--- src/rtl/main_xfer_seq_pkg.sv ---
// Shared types and default sizes for the main bus transfer sequencer.
// Holds the FSM state encoding used by the sequencer and its bench.
package main_xfer_seq_pkg;

    localparam int WIDTH_MAIN_DEF = 8;
    localparam int NUM_REGS_DEF   = 4;

    typedef enum logic [1:0] {
        IDLE  = 2'd0,
        BYTE0 = 2'd1,
        BYTE1 = 2'd2,
        FIN   = 2'd3
    } xfer_state_e;

endpackage

--- src/rtl/main_xfer_seq_if.sv ---
// Main bus transfer interface: request, register bank strobes, bus, status.
// master = requester / register bank side, slave = sequencer side.
interface main_xfer_seq_if
    import main_xfer_seq_pkg::*;
#(
    parameter int WIDTH_MAIN = WIDTH_MAIN_DEF,
    parameter int NUM_REGS   = NUM_REGS_DEF,
    parameter int SEL_W      = 2
);

    logic                           start;
    logic [SEL_W-1:0]               src_sel;
    logic [SEL_W-1:0]               dst_sel;
    logic                           high_first;
    logic [NUM_REGS-1:0]            main_en_in;
    logic [NUM_REGS*WIDTH_MAIN-1:0] main_data_in;
    logic [NUM_REGS-1:0]            assertlow_main;
    logic [NUM_REGS-1:0]            asserthigh_main;
    logic [NUM_REGS-1:0]            loadlow_main;
    logic [NUM_REGS-1:0]            loadhigh_main;
    logic [WIDTH_MAIN-1:0]          main_bus;
    logic                           busy;
    logic                           done;
    logic                           err_sel;
    logic                           err_contention;

    modport master (
        output start, src_sel, dst_sel, high_first,
        output main_en_in, main_data_in,
        input  assertlow_main, asserthigh_main,
        input  loadlow_main, loadhigh_main,
        input  main_bus, busy, done, err_sel, err_contention
    );

    modport slave (
        input  start, src_sel, dst_sel, high_first,
        input  main_en_in, main_data_in,
        output assertlow_main, asserthigh_main,
        output loadlow_main, loadhigh_main,
        output main_bus, busy, done, err_sel, err_contention
    );

endinterface

--- src/rtl/main_xfer_seq_bus_resolve.sv ---
// Priority resolution of the shared main bus plus multi-driver detect.
// Lowest-indexed enabled register wins; no enable gives all zeros.
module main_bus_resolve #(
    parameter int WIDTH_MAIN = 8,
    parameter int NUM_REGS   = 4
) (
    input  logic [NUM_REGS-1:0]            en_i,
    input  logic [NUM_REGS*WIDTH_MAIN-1:0] data_i,
    output logic [WIDTH_MAIN-1:0]          bus_o,
    output logic                           multi_o
);

    logic found;

    // Scan upward: first enable selects data, any later one flags a conflict
    always_comb begin
        bus_o   = '0;
        multi_o = 1'b0;
        found   = 1'b0;
        for (int i = 0; i < NUM_REGS; i++) begin
            if (en_i[i]) begin
                if (found) begin
                    multi_o = 1'b1;
                end else begin
                    bus_o = data_i[i*WIDTH_MAIN +: WIDTH_MAIN];
                    found = 1'b1;
                end
            end
        end
    end

endmodule

--- src/rtl/main_xfer_seq.sv ---
// Sequences a 16-bit register-to-register copy as two main bus bytes.
// Strobes and status are registered from the next state, so they never glitch.
module main_xfer_seq
    import main_xfer_seq_pkg::*;
#(
    parameter int WIDTH_MAIN = WIDTH_MAIN_DEF,
    parameter int NUM_REGS   = NUM_REGS_DEF,
    parameter int SEL_W      = 2
) (
    input  logic           clk,
    input  logic           reset,
    main_xfer_seq_if.slave xfer
);

    xfer_state_e         state_q, state_d;
    logic [SEL_W-1:0]    src_q, src_d;
    logic [SEL_W-1:0]    dst_q, dst_d;
    logic                hf_q, hf_d;
    logic [NUM_REGS-1:0] al_q, al_d;
    logic [NUM_REGS-1:0] ah_q, ah_d;
    logic [NUM_REGS-1:0] ll_q, ll_d;
    logic [NUM_REGS-1:0] lh_q, lh_d;
    logic                busy_q, busy_d;
    logic                done_q, done_d;
    logic                esel_q, esel_d;
    logic                cont_q, cont_d;
    logic                accept;
    logic [NUM_REGS-1:0] src_oh;
    logic [NUM_REGS-1:0] dst_oh;
    logic                low_phase;
    logic [WIDTH_MAIN-1:0] bus_w;
    logic                multi_w;

    main_bus_resolve #(
        .WIDTH_MAIN (WIDTH_MAIN),
        .NUM_REGS   (NUM_REGS)
    ) u_resolve (
        .en_i    (xfer.main_en_in),
        .data_i  (xfer.main_data_in),
        .bus_o   (bus_w),
        .multi_o (multi_w)
    );

    // Next state, latched selects and the strobe pattern for that state
    always_comb begin
        state_d   = state_q;
        src_d     = src_q;
        dst_d     = dst_q;
        hf_d      = hf_q;
        accept    = 1'b0;
        esel_d    = 1'b0;
        src_oh    = '0;
        dst_oh    = '0;
        low_phase = 1'b0;
        al_d      = '1;
        ah_d      = '1;
        ll_d      = '1;
        lh_d      = '1;
        unique case (state_q)
            IDLE: begin
                if (xfer.start) begin
                    if (xfer.src_sel != xfer.dst_sel) begin
                        accept  = 1'b1;
                        src_d   = xfer.src_sel;
                        dst_d   = xfer.dst_sel;
                        hf_d    = xfer.high_first;
                        state_d = BYTE0;
                    end else begin
                        esel_d  = 1'b1;
                    end
                end
            end
            BYTE0: state_d = BYTE1;
            BYTE1: state_d = FIN;
            FIN:   state_d = IDLE;
        endcase
        src_oh[src_d] = 1'b1;
        dst_oh[dst_d] = 1'b1;
        low_phase = (state_d == BYTE0) ? !hf_d : hf_d;
        if (state_d == BYTE0 || state_d == BYTE1) begin
            if (low_phase) begin
                al_d = ~src_oh;
                ll_d = ~dst_oh;
            end else begin
                ah_d = ~src_oh;
                lh_d = ~dst_oh;
            end
        end
        busy_d = (state_d != IDLE);
        done_d = (state_d == FIN);
        cont_d = multi_w | (cont_q & ~accept);
    end

    // Sequencer state and every registered output
    always_ff @(posedge clk) begin
        if (!reset) begin
            state_q <= IDLE;
            src_q   <= '0;
            dst_q   <= '0;
            hf_q    <= 1'b0;
            al_q    <= '1;
            ah_q    <= '1;
            ll_q    <= '1;
            lh_q    <= '1;
            busy_q  <= 1'b0;
            done_q  <= 1'b0;
            esel_q  <= 1'b0;
            cont_q  <= 1'b0;
        end else begin
            state_q <= state_d;
            src_q   <= src_d;
            dst_q   <= dst_d;
            hf_q    <= hf_d;
            al_q    <= al_d;
            ah_q    <= ah_d;
            ll_q    <= ll_d;
            lh_q    <= lh_d;
            busy_q  <= busy_d;
            done_q  <= done_d;
            esel_q  <= esel_d;
            cont_q  <= cont_d;
        end
    end

    assign xfer.assertlow_main  = al_q;
    assign xfer.asserthigh_main = ah_q;
    assign xfer.loadlow_main    = ll_q;
    assign xfer.loadhigh_main   = lh_q;
    assign xfer.main_bus        = bus_w;
    assign xfer.busy            = busy_q;
    assign xfer.done            = done_q;
    assign xfer.err_sel         = esel_q;
    assign xfer.err_contention  = cont_q;

endmodule

--- src/flat_wrapper.sv ---
// flat-port wrapper written by rule: the top's interface ports become plain ports
module main_xfer_seq_flat import main_xfer_seq_pkg::*;
#(
    parameter int WIDTH_MAIN = WIDTH_MAIN_DEF,
    parameter int NUM_REGS   = NUM_REGS_DEF,
    parameter int SEL_W      = 2
)
  (clk, reset, xfer_start, xfer_src_sel, xfer_dst_sel, xfer_high_first, xfer_main_en_in, xfer_main_data_in, xfer_assertlow_main, xfer_asserthigh_main, xfer_loadlow_main, xfer_loadhigh_main, xfer_main_bus, xfer_busy, xfer_done, xfer_err_sel, xfer_err_contention);
  main_xfer_seq_if #(.WIDTH_MAIN(WIDTH_MAIN), .NUM_REGS(NUM_REGS), .SEL_W(SEL_W)) xfer_i ();
  input  logic clk;
  input  logic reset;
  input wire logic [$bits(xfer_i.start)-1:0] xfer_start;
  input wire logic [$bits(xfer_i.src_sel)-1:0] xfer_src_sel;
  input wire logic [$bits(xfer_i.dst_sel)-1:0] xfer_dst_sel;
  input wire logic [$bits(xfer_i.high_first)-1:0] xfer_high_first;
  input wire logic [$bits(xfer_i.main_en_in)-1:0] xfer_main_en_in;
  input wire logic [$bits(xfer_i.main_data_in)-1:0] xfer_main_data_in;
  output wire logic [$bits(xfer_i.assertlow_main)-1:0] xfer_assertlow_main;
  output wire logic [$bits(xfer_i.asserthigh_main)-1:0] xfer_asserthigh_main;
  output wire logic [$bits(xfer_i.loadlow_main)-1:0] xfer_loadlow_main;
  output wire logic [$bits(xfer_i.loadhigh_main)-1:0] xfer_loadhigh_main;
  output wire logic [$bits(xfer_i.main_bus)-1:0] xfer_main_bus;
  output wire logic [$bits(xfer_i.busy)-1:0] xfer_busy;
  output wire logic [$bits(xfer_i.done)-1:0] xfer_done;
  output wire logic [$bits(xfer_i.err_sel)-1:0] xfer_err_sel;
  output wire logic [$bits(xfer_i.err_contention)-1:0] xfer_err_contention;
  assign xfer_i.start = xfer_start;
  assign xfer_i.src_sel = xfer_src_sel;
  assign xfer_i.dst_sel = xfer_dst_sel;
  assign xfer_i.high_first = xfer_high_first;
  assign xfer_i.main_en_in = xfer_main_en_in;
  assign xfer_i.main_data_in = xfer_main_data_in;
  assign xfer_assertlow_main = xfer_i.assertlow_main;
  assign xfer_asserthigh_main = xfer_i.asserthigh_main;
  assign xfer_loadlow_main = xfer_i.loadlow_main;
  assign xfer_loadhigh_main = xfer_i.loadhigh_main;
  assign xfer_main_bus = xfer_i.main_bus;
  assign xfer_busy = xfer_i.busy;
  assign xfer_done = xfer_i.done;
  assign xfer_err_sel = xfer_i.err_sel;
  assign xfer_err_contention = xfer_i.err_contention;
  main_xfer_seq #(.WIDTH_MAIN(WIDTH_MAIN), .NUM_REGS(NUM_REGS), .SEL_W(SEL_W)) u_core (.clk(clk), .reset(reset), .xfer(xfer_i));
endmodule
--- config.mk ---
export PLATFORM = sky130hd
export DESIGN_NAME = main_xfer_seq_flat
export DESIGN_NICKNAME = d
export VERILOG_FILES = /design/src/rtl/main_xfer_seq_pkg.sv /design/src/rtl/main_xfer_seq_if.sv /design/src/rtl/main_xfer_seq_bus_resolve.sv /design/src/rtl/main_xfer_seq.sv /design/src/flat_wrapper.sv
export SDC_FILE = /design/constraint.sdc
export NUM_CORES = 1
export LEC_CHECK = 0
export ABC_AREA = 1
export BUFFER_PORTS_ARGS = -buffer_cell sky130_fd_sc_hd__buf_4
export CAP_MARGIN = 20
export CORE_ASPECT_RATIO = 1.2
export CORE_UTILIZATION = 44
export DETAILED_ROUTE_END_ITERATION = 8
export PLACE_DENSITY_LB_ADDON = 0.3
export RECOVER_POWER = 100
export SETUP_SLACK_MARGIN = 0.2
export SYNTH_ARGS = -nofsm -noshare
export SYNTH_HDL_FRONTEND = slang
export SYNTH_SLANG_ARGS = --single-unit
--- constraint.sdc ---
create_clock -name clk -period 2.3 [get_ports clk]
set_input_delay 0.23 -clock clk [delete_from_list [all_inputs] [get_ports clk]]
set_output_delay 0.23 -clock clk [all_outputs]
set_load 0.1 [all_outputs]
==> out/metrics.csv <==
metric;value;unit
RD Place Congestion;0.828;
Antenna diodes;0;
clock buffer count from CTS;3;
Fillers;281;
Syn Nets;241;
Crit Path Max Fanout;11;
sequential cell fraction of total power;25.4;%
#FFs+latches synth;27;
Final nets;312;
average size of a mapped cell;7.20;um2
footprint of the multi-input gates;742;um2
Tot GR Track Use;22.5;%
post-CTS setup buffer count;0;
Comb pwr share;66.5;%
setup tns final;0;ns
final setup fails;0;
Max VDD drop;0.797;mV
CTS Sinks;27;
CP max stage delay;0.33;ns
Initial Util;47.6;%
DRT iter0 DRCs;54;
latest clock arrival within the worst-skew pair;0.32;ns
largest net degree at the start of global routing;17;
Cell Chain, Critical Path;inv_1 > ha_1 > nand2_1 > inv_2 > nand2_1 > nand2_1 > nand3_1 > nand2_2 > nand3_1;
Horiz. Die Dim;53.0;um
Worst EP arrival;2.05;ns
post-cts sizing count;0;
Worst Tran Pin Value;1.17;ns
Via density;4.89;
vias in the first global route;1431;
leakage power;0.918;nW
commonest cells after routing, fill and taps aside;50 x nand2_1, 45 x buf_4, 39 x nand3_1;
dpl hpwl;2680;um
Register Area;541;um2
Via Count;1442;
HP Class;in2reg;
first-pass GRT wire length;5770;um
root buffer cell;clkbuf_4;
fin crit period;1.83;ns
met2 global-route usage;39.2;%
I/O Buffers;71;
Post-CTS Hold Buffers;0;
CTS clock-pin slew for the worst setup and hold paths;0.14;ns
Final Total Pwr;0.00249;W
Final Cycle Share;79.5;%
grt met1 use;26.2;%
die height;63.2;um
Area growth syn-to-layout;37.2;%
critical path class;reg2reg;
slowest cell on the critical path;dfxtp_1;
Overflow after GRT;0;
final wirelength;3240;um
Final Max Tran Viols;0;
Netlist cell types;23;
routed wire length per instance;11.0;um
Routed Antenna Nets;0;
Pint;0.00100;W
die area;3350;um2
initial antenna violation count;0;
most used cell, CP;nand2_1;
CTS tree;yes;
f_max;0.547;GHz
GR Util met3;3.38;%
DP Cell Count;291;
Slew headroom;22.0;%
commonest non-fill, non-tap cell in the layout;nand2_1;
core area;2890;um2
CTS H-Tree Depth;1;
switching pwr;0.00149;W
share of layout cells above drive strength 1;31.4;%
worst endpoint required time;2.52;ns
sequential share of the synthesized area;39.3;%
TritonRoute pass-1 iters;4;
crit start category;flip-flop;
Remaining DRCs;0;
sw frac;59.8;%
skew final;0.00380;ns
hold violation count in the final report;0;
status;finished, final reports clean;
non-filler cells, final;295;
clk buf depth;2;
clock share of power;8.1;%
unrepaired setup endpoints after global routing;no;
synthesized area;1380;um2
crit path capture type;flip-flop;
power per cell area;1320;nW/um2
Cells after Synth;191;
max-cap check violation count;0;
synth warn;0;
IO Pins;72;
busiest layer in global routing;met2;
Fin Hold WS;0.0979;ns
row cnt;21;
[flip-flops by register name, summed over array words and instances, names as in the netlist]
| signal | flops |
|---|---|
| u_core.xfer.asserthigh_main | 4 |
| u_core.src_q | 2 |
| u_core.xfer.done | 1 |
| u_core.xfer.loadhigh_main | 4 |
| u_core.xfer.err_contention | 1 |
| u_core.hf_q | 1 |
| u_core.xfer.busy | 1 |
| u_core.dst_q | 2 |
| u_core.state_q | 2 |
| u_core.xfer.err_sel | 1 |
| u_core.xfer.loadlow_main | 4 |
| u_core.xfer.assertlow_main | 4 |
[power groups by stage]
stage	clock network, W	registers [W]	logic, W
after floorplan	0	0.00128	0.000774
after global placement	0	0.000645	0.00174
after detailed placement	0	0.000648	0.00176
after CTS	0.000208	0.000637	0.00176
after global routing	0.000234	0.000649	0.00182
final	0.000201	0.000633	0.00165
[layout make-up]
type	instances	area share [%]
clock inverter	1	0.265
inverter	23	4.58
clock buffer	3	1.19
multi-input combinational	135	39.3
timing repair buffer	72	23.7
sequential	27	28.6
tap	34	2.25
[Yosys cell counts]
library cell	n	area share [%]
nand3_2	2	1.5
nand2_1	47	13
nand2_2	9	4.1
buf_1	1	0.27
ha_1	6	5.5
inv_2	5	1.4
inv_1	18	4.9
o2111ai_1	6	3.8
nand3_1	39	14
clkbuf_1	1	0.27
nand2_4	1	0.82
buf_4	1	0.55
nor2_2	5	2.3
buf_6	1	0.82
nor2_1	12	3.3
nor3_1	1	0.36
nand4_1	2	0.91
o21ai_1	1	0.36
a31oi_1	1	0.46
nor3_2	1	0.73
dfxtp_1	27	39
a21oi_1	2	0.73
buf_2	2	0.73
[worst max-delay path, delay by kind of cell, from the launching register on]
kind / cells / cell delay, ns
and+or+nand+nor: 6 / 0.93
DFF: 1 / 0.33
adders and majority gates: 1 / 0.18
buffers and inverters: 2 / 0.28
[final timing paths]
| path | cells past startpoint | slack [ns] | from | endpoint |
|---|---|---|---|---|
| worst max-delay path | 9 | 0.47 | u_core.state_q[0] | u_core.xfer.assertlow_main[3] |
| worst min-delay path | 3 | 0.1 | reset | u_core.state_q[1] |
| worst max register to register | 9 | 0.47 | u_core.state_q[0] | u_core.xfer.assertlow_main[3] |
| worst min register to register | 2 | 0.49 | u_core.xfer.err_contention | u_core.xfer.err_contention |
[layer usage]
layer	wire [um]	vias to the layer above
met1	1350	621
met3	162	9
li1	-	763
met5	0	-
met4	96	0
met2	1630	49
[logic make-up after synthesis]
family / count (synthesis) / share of synthesized area, %
compound gates: 10 / 5.37
buf+inv: 29 / 8.92
simple gates: 119 / 40.9
flops: 27 / 39.3
fa+ha+maj: 6 / 5.46
[per-stage QoR]
step / util (%) / worst slack, ns / area (um2)
6_report: 65.3 / 0.472 / 1890
3_3_place_gp: 67.8 / 0.507 / 1960
5_1_grt: 65.3 / 0.207 / 1890
3_5_place_dp: 67.8 / 0.444 / 1960
4_1_cts: 68.7 / 0.542 / 1990
2_1_floorplan: - / 0.430 / 1410
(Power assumes the default switching activity.)
